<file path="config.mk">
export PLATFORM = sky130hd
export DESIGN_NAME = tcb_lib_demultiplexer_flat
export DESIGN_NICKNAME = d
export VERILOG_FILES = /design/src/rtl/tcb_lib_demultiplexer_if.sv /design/src/rtl/tcb_lib_demultiplexer.sv /design/src/flat_wrapper.sv
export SDC_FILE = /design/constraint.sdc
export NUM_CORES = 1
export LEC_CHECK = 0
export ABC_CLOCK_PERIOD_IN_PS = 2450
export BUFFER_PORTS_ARGS = -buffer_cell sky130_fd_sc_hd__buf_2
export CORE_AREA = 2 2 124 126
export CTS_CLUSTER_DIAMETER = 150
export DETAILED_ROUTE_END_ITERATION = 8
export DIE_AREA = 0 0 126 128
export PLACE_DENSITY_LB_ADDON = 0.3
export SLEW_MARGIN = 20
export SYNTH_ARGS = -nofsm -noshare
export SYNTH_HDL_FRONTEND = slang
export SYNTH_SLANG_ARGS = --single-unit
</file>
<file path="constraint.sdc">
create_clock -name clk -period 2.45 [get_ports clk]
set_input_delay 0.245 -clock clk [delete_from_list [all_inputs] [get_ports clk]]
set_output_delay 0.245 -clock clk [all_outputs]
set_load 0.02 [all_outputs]
</file>
<file path="src/rtl/tcb_lib_demultiplexer_if.sv">
// TCB demultiplexer bus bundle: manager request/response and per-port subordinate lines.
// The master modport drives requests and subordinate responses; the slave modport is the demux.
interface tcb_lib_demultiplexer_if #(
    parameter int SPN = 2,
    parameter int ABW = 32,
    parameter int DBW = 32
);
    localparam int SPL = $clog2(SPN);
    localparam int BEN = DBW/8;

    logic [SPL-1:0] sel;

    logic           man_vld;
    logic           man_wen;
    logic [ABW-1:0] man_adr;
    logic [BEN-1:0] man_ben;
    logic [DBW-1:0] man_wdt;
    logic           man_rdy;
    logic           man_rsp;
    logic [DBW-1:0] man_rdt;
    logic           man_err;

    logic           sub_vld [SPN];
    logic           sub_wen [SPN];
    logic [ABW-1:0] sub_adr [SPN];
    logic [BEN-1:0] sub_ben [SPN];
    logic [DBW-1:0] sub_wdt [SPN];
    logic           sub_rdy [SPN];
    logic           sub_err [SPN];
    logic [DBW-1:0] sub_rdt [SPN];

    logic           bsy;

    modport master (
        output sel,
        output man_vld, man_wen, man_adr, man_ben, man_wdt,
        input  man_rdy, man_rsp, man_rdt, man_err,
        input  sub_vld, sub_wen, sub_adr, sub_ben, sub_wdt,
        output sub_rdy, sub_err, sub_rdt,
        input  bsy
    );

    modport slave (
        input  sel,
        input  man_vld, man_wen, man_adr, man_ben, man_wdt,
        output man_rdy, man_rsp, man_rdt, man_err,
        output sub_vld, sub_wen, sub_adr, sub_ben, sub_wdt,
        input  sub_rdy, sub_err, sub_rdt,
        output bsy
    );
endinterface

</file>
<file path="src/rtl/tcb_lib_demultiplexer.sv">
// TCB demultiplexer: one manager to SPN subordinates, fixed-latency response path.
// Responses are steered by a DLY-deep record of each transfer's select.
module tcb_lib_demultiplexer #(
    parameter int SPN = 2,
    parameter int ABW = 32,
    parameter int DBW = 32,
    parameter int DLY = 1
) (
    input  logic clk,
    input  logic rst,
    tcb_lib_demultiplexer_if.slave bus
);
    localparam int SPL = $clog2(SPN);

    localparam logic [SPL:0] SPNW = SPN[SPL:0];

    typedef struct packed {
        logic           vld;
        logic           unm;
        logic [SPL-1:0] sel;
    } stg_t;

    logic           unm;
    logic           rdy;
    logic           trn;
    logic           rv;
    logic           ru;
    logic [SPL-1:0] rs;

    // Selects past the last port only exist for non-power-of-2 SPN.
    assign unm = ({1'b0, bus.sel} >= SPNW);
    assign trn = bus.man_vld & rdy;

    always_comb begin
        rdy = unm;
        for (int i = 0; i < SPN; i++) begin
            bus.sub_vld[i] = bus.man_vld & (bus.sel == SPL'(i));
            bus.sub_wen[i] = bus.man_wen;
            bus.sub_adr[i] = bus.man_adr;
            bus.sub_ben[i] = bus.man_ben;
            bus.sub_wdt[i] = bus.man_wdt;
            if (bus.sel == SPL'(i)) begin
                rdy = bus.sub_rdy[i];
            end
        end
        bus.man_rdy = rdy;
    end

    generate
        if (DLY == 0) begin : g_comb
            assign rv      = trn;
            assign ru      = trn & unm;
            assign rs      = bus.sel;
            assign bus.bsy = 1'b0;
        end else begin : g_pipe
            stg_t stg [DLY];
            logic any;

            always_ff @(posedge clk) begin
                if (!rst) begin
                    for (int i = 0; i < DLY; i++) begin
                        stg[i] <= '0;
                    end
                end else begin
                    stg[0] <= '{vld: trn,
                                unm: trn & unm,
                                sel: trn ? bus.sel : '0};
                    for (int i = 1; i < DLY; i++) begin
                        stg[i] <= stg[i-1];
                    end
                end
            end

            always_comb begin
                any = 1'b0;
                for (int i = 0; i < DLY; i++) begin
                    any = any | stg[i].vld;
                end
            end

            assign rv      = stg[DLY-1].vld;
            assign ru      = stg[DLY-1].unm;
            assign rs      = stg[DLY-1].sel;
            assign bus.bsy = any;
        end
    endgenerate

    always_comb begin
        bus.man_rsp = rv;
        bus.man_rdt = '0;
        bus.man_err = 1'b0;
        if (rv) begin
            if (ru) begin
                bus.man_err = 1'b1;
            end else begin
                for (int i = 0; i < SPN; i++) begin
                    if (rs == SPL'(i)) begin
                        bus.man_rdt = bus.sub_rdt[i];
                        bus.man_err = bus.sub_err[i];
                    end
                end
            end
        end
    end
endmodule
</file>
<file path="src/flat_wrapper.sv">
// flat-port wrapper written by rule: the top's interface ports become plain ports
module tcb_lib_demultiplexer_flat 
#(
    parameter int SPN = 2,
    parameter int ABW = 32,
    parameter int DBW = 32,
    parameter int DLY = 1
)
  (clk, rst, bus_sel, bus_man_vld, bus_man_wen, bus_man_adr, bus_man_ben, bus_man_wdt, bus_man_rdy, bus_man_rsp, bus_man_rdt, bus_man_err, bus_sub_vld, bus_sub_wen, bus_sub_adr, bus_sub_ben, bus_sub_wdt, bus_sub_rdy, bus_sub_err, bus_sub_rdt, bus_bsy);
  tcb_lib_demultiplexer_if #(.SPN(SPN), .ABW(ABW), .DBW(DBW)) bus_i ();
  input  logic clk;
  input  logic rst;
  input wire logic [$bits(bus_i.sel)-1:0] bus_sel;
  input wire logic [$bits(bus_i.man_vld)-1:0] bus_man_vld;
  input wire logic [$bits(bus_i.man_wen)-1:0] bus_man_wen;
  input wire logic [$bits(bus_i.man_adr)-1:0] bus_man_adr;
  input wire logic [$bits(bus_i.man_ben)-1:0] bus_man_ben;
  input wire logic [$bits(bus_i.man_wdt)-1:0] bus_man_wdt;
  output wire logic [$bits(bus_i.man_rdy)-1:0] bus_man_rdy;
  output wire logic [$bits(bus_i.man_rsp)-1:0] bus_man_rsp;
  output wire logic [$bits(bus_i.man_rdt)-1:0] bus_man_rdt;
  output wire logic [$bits(bus_i.man_err)-1:0] bus_man_err;
  output wire logic [$bits(bus_i.sub_vld)-1:0] bus_sub_vld;
  output wire logic [$bits(bus_i.sub_wen)-1:0] bus_sub_wen;
  output wire logic [$bits(bus_i.sub_adr)-1:0] bus_sub_adr;
  output wire logic [$bits(bus_i.sub_ben)-1:0] bus_sub_ben;
  output wire logic [$bits(bus_i.sub_wdt)-1:0] bus_sub_wdt;
  input wire logic [$bits(bus_i.sub_rdy)-1:0] bus_sub_rdy;
  input wire logic [$bits(bus_i.sub_err)-1:0] bus_sub_err;
  input wire logic [$bits(bus_i.sub_rdt)-1:0] bus_sub_rdt;
  output wire logic [$bits(bus_i.bsy)-1:0] bus_bsy;
  assign bus_i.sel = bus_sel;
  assign bus_i.man_vld = bus_man_vld;
  assign bus_i.man_wen = bus_man_wen;
  assign bus_i.man_adr = bus_man_adr;
  assign bus_i.man_ben = bus_man_ben;
  assign bus_i.man_wdt = bus_man_wdt;
  assign bus_man_rdy = bus_i.man_rdy;
  assign bus_man_rsp = bus_i.man_rsp;
  assign bus_man_rdt = bus_i.man_rdt;
  assign bus_man_err = bus_i.man_err;
  assign bus_sub_vld = {>>{bus_i.sub_vld}};
  assign bus_sub_wen = {>>{bus_i.sub_wen}};
  assign bus_sub_adr = {>>{bus_i.sub_adr}};
  assign bus_sub_ben = {>>{bus_i.sub_ben}};
  assign bus_sub_wdt = {>>{bus_i.sub_wdt}};
  assign bus_i.sub_rdy = {>>{bus_sub_rdy}};
  assign bus_i.sub_err = {>>{bus_sub_err}};
  assign bus_i.sub_rdt = {>>{bus_sub_rdt}};
  assign bus_bsy = bus_i.bsy;
  tcb_lib_demultiplexer #(.SPN(SPN), .ABW(ABW), .DBW(DBW), .DLY(DLY)) u_core (.clk(clk), .rst(rst), .bus(bus_i));
endmodule
</file>
==> impl_metrics.ini <==
[status]
status = finished clean

[timing]
finalMaxSlewViolations = 0
rsz0062_at_grt = false
max_clock_freq_ghz = 0.567
slew_headroom = 0.713
post-route-min-period_ns = 1.76
finalSetupTns_ns = 0
worst_pin_slew_ns = 0.431
finalSetupViolCount = 0
post-route-period-util = 0.720
final_hold_viol_count = 0

[clocking]
root_buffer = clkbuf_16
max-clock-path-buffers = 2
clk_pin_slew_worst_paths_ns = 0.03
cts_setup_buffers = 0
cts.repair.resized = 0
htreeDepth = 1
cts-buffers-inserted = 3
holdBufCountCts = 0
cts_tree = done
clock-sinks = 2

[critical_path]
max_stage_delay_ns = 0.58
cp_data_arrival_time_ns = 1.52
endpoint_kind = output port
slowest_stage = dfxtp_2
cp-start-kind = register
crit_path_max_fanout = 21
path_class = register to output port
required_ns = 2.20
path_cells = buf_12, mux2i_1, nor2b_1, buf_2

[cells_and_area]
n_antenna_cell = 0
final_core_util = 0.101
finalNetCount = 333
largest_reg_flops = 2
top_regs = u_core.g_pipe.stg (2)
top_register = u_core.g_pipe.stg
layout-drive-gt1-share = 0.605
syn_to_final_growth_pct = -13.9

[drt]
num_vias = 1098
dr.first_iter.drc_count = 8
drt-wirelength-per-cell_um = 12.9
post-route-drc-count = 0
antenna_left = 0
wirelength_mm = 4.88
firstDrtPassIters = 2
via_per_inst = 2.90

[global_route]
grt_antenna_before_repair = 0
grt_pass1_vias = 1079
gr-usage-all-layers = 0.0514
grt_pass1_wl_mm = 6.33
overflow = 0
grt_max_degree = 36

[placement]
gp_congestion = 0.708
io_buffer_count = 109
hpwl_mm = 4.37

[synth]
ys_types = 12
avgSynthCellArea_um2 = 7.85
syn-num-nets = 363
ys_ff_latch = 2
syn_inst = 222
syn_area_um2 = 1740
yosys_warnings = 0
yosysSeqAreaShare = 0.0230

[power]
power_density_nw_per_um2 = 291
power_leakage_nw = 0.714
worst_ir_drop_vdd_v = 0.000123

[floorplan]
die_area_um2 = 16100
core_um2 = 14900
rows = 45
io_pins = 317
die_h_um = 128
start_util = 0.117
die_x_um = 126

[worst_hold_path]
min_path_type = input port to register

[job]
maxCapViolations = 0
-- through the flow --
stage	cells	setup slack [ns]	total power [W]	hold slack (ns)	cell area (um2)
final	378	0.686	0.000437	0.275	1500
after global routing	378	0.598	0.000462	0.324	1500
after CTS	378	0.663	0.000445	0.277	1500
after detailed placement	375	0.900	0.000198	0.490	1430
after global placement	375	0.900	0.000197	0.490	1430
after floorplan	222	1.12	0.000448	0.383	1740
-- final cells by class --
| cell class | count | area [um2] |
|---|---|---|
| fillers | 1723 | 13400 |
| multi-input cells | 74 | 576 |
| repair buffers | 111 | 573 |
| well taps | 188 | 235 |
| clock buffers | 3 | 75.1 |
| flip-flops and latches | 2 | 41.3 |
-- metal layers --
layer / track usage / part of all wire / routed length, um / vias up
met5: 0 / 0 / 0 / -
met4: 0.0381 / 0.059 / 287 / 0
met3: 0.0430 / 0.26 / 1260 / 29
met2: 0.0990 / 0.49 / 2380 / 160
met1: 0.0279 / 0.20 / 953 / 418
li1: - / - / - / 491
-- cells by family (layout without fill, tap and decap cells) --
family / count (synthesis) / count (layout) / share of synthesized area
buffers and inverters: 146 / 114 / 0.647
AND/OR/NAND/NOR: 40 / 40 / 0.138
AO/OA/AOI/OAI: 1 / 1 / 0.00287
multiplexers: 33 / 33 / 0.190
flip-flops: 2 / 2 / 0.0230
-- Yosys cell counts, drive strengths merged --
master	number	area [um2]
buf	143	1110
nor2b	34	213
mux2i	33	330
clkbuf	3	11.3
nand2	3	11.3
dfxtp	2	40.0
a21oi	1	5.00
and2	1	6.26
nand2b	1	6.26
nor2	1	3.75
-- where the power goes --
group	switching, W	internal [W]
Sequential	0.00000300	0.0000341
Combinational	0.0000751	0.0000830
Clock	0.0000342	0.000207
-- cell usage in the layout, fill, tap and decap left out --
cell	instances
buf_2	109
buf_4	1
nor2_1	1
buf_12	1
nor2b_1	34
nand2_1	3
dfxtp_2	1
mux2i_1	33
dfxtp_1	1
nand2b_1	1
a21oi_1	1
and2_1	1
clkbuf_16	3
-- worst max-delay path: cells and delay by family, from the launching register on --
kind          cells  cell delay [ns]
simple gates      1             0.06
flops             1             0.58
buf+inv           2             0.41
mux               1             0.23
-- final timing paths --
check                                           from                                  to  slack, ns  cells past startpoint
hold / removal                                   rst  u_core.g_pipe.stg[0][0]$_SDFF_PN0_       0.28                      3
setup / recovery  u_core.g_pipe.stg[0][0]$_SDFF_PN0_                     bus_man_rdt[14]       0.69                      4
Note: power is estimated with default switching activity, not from simulation.
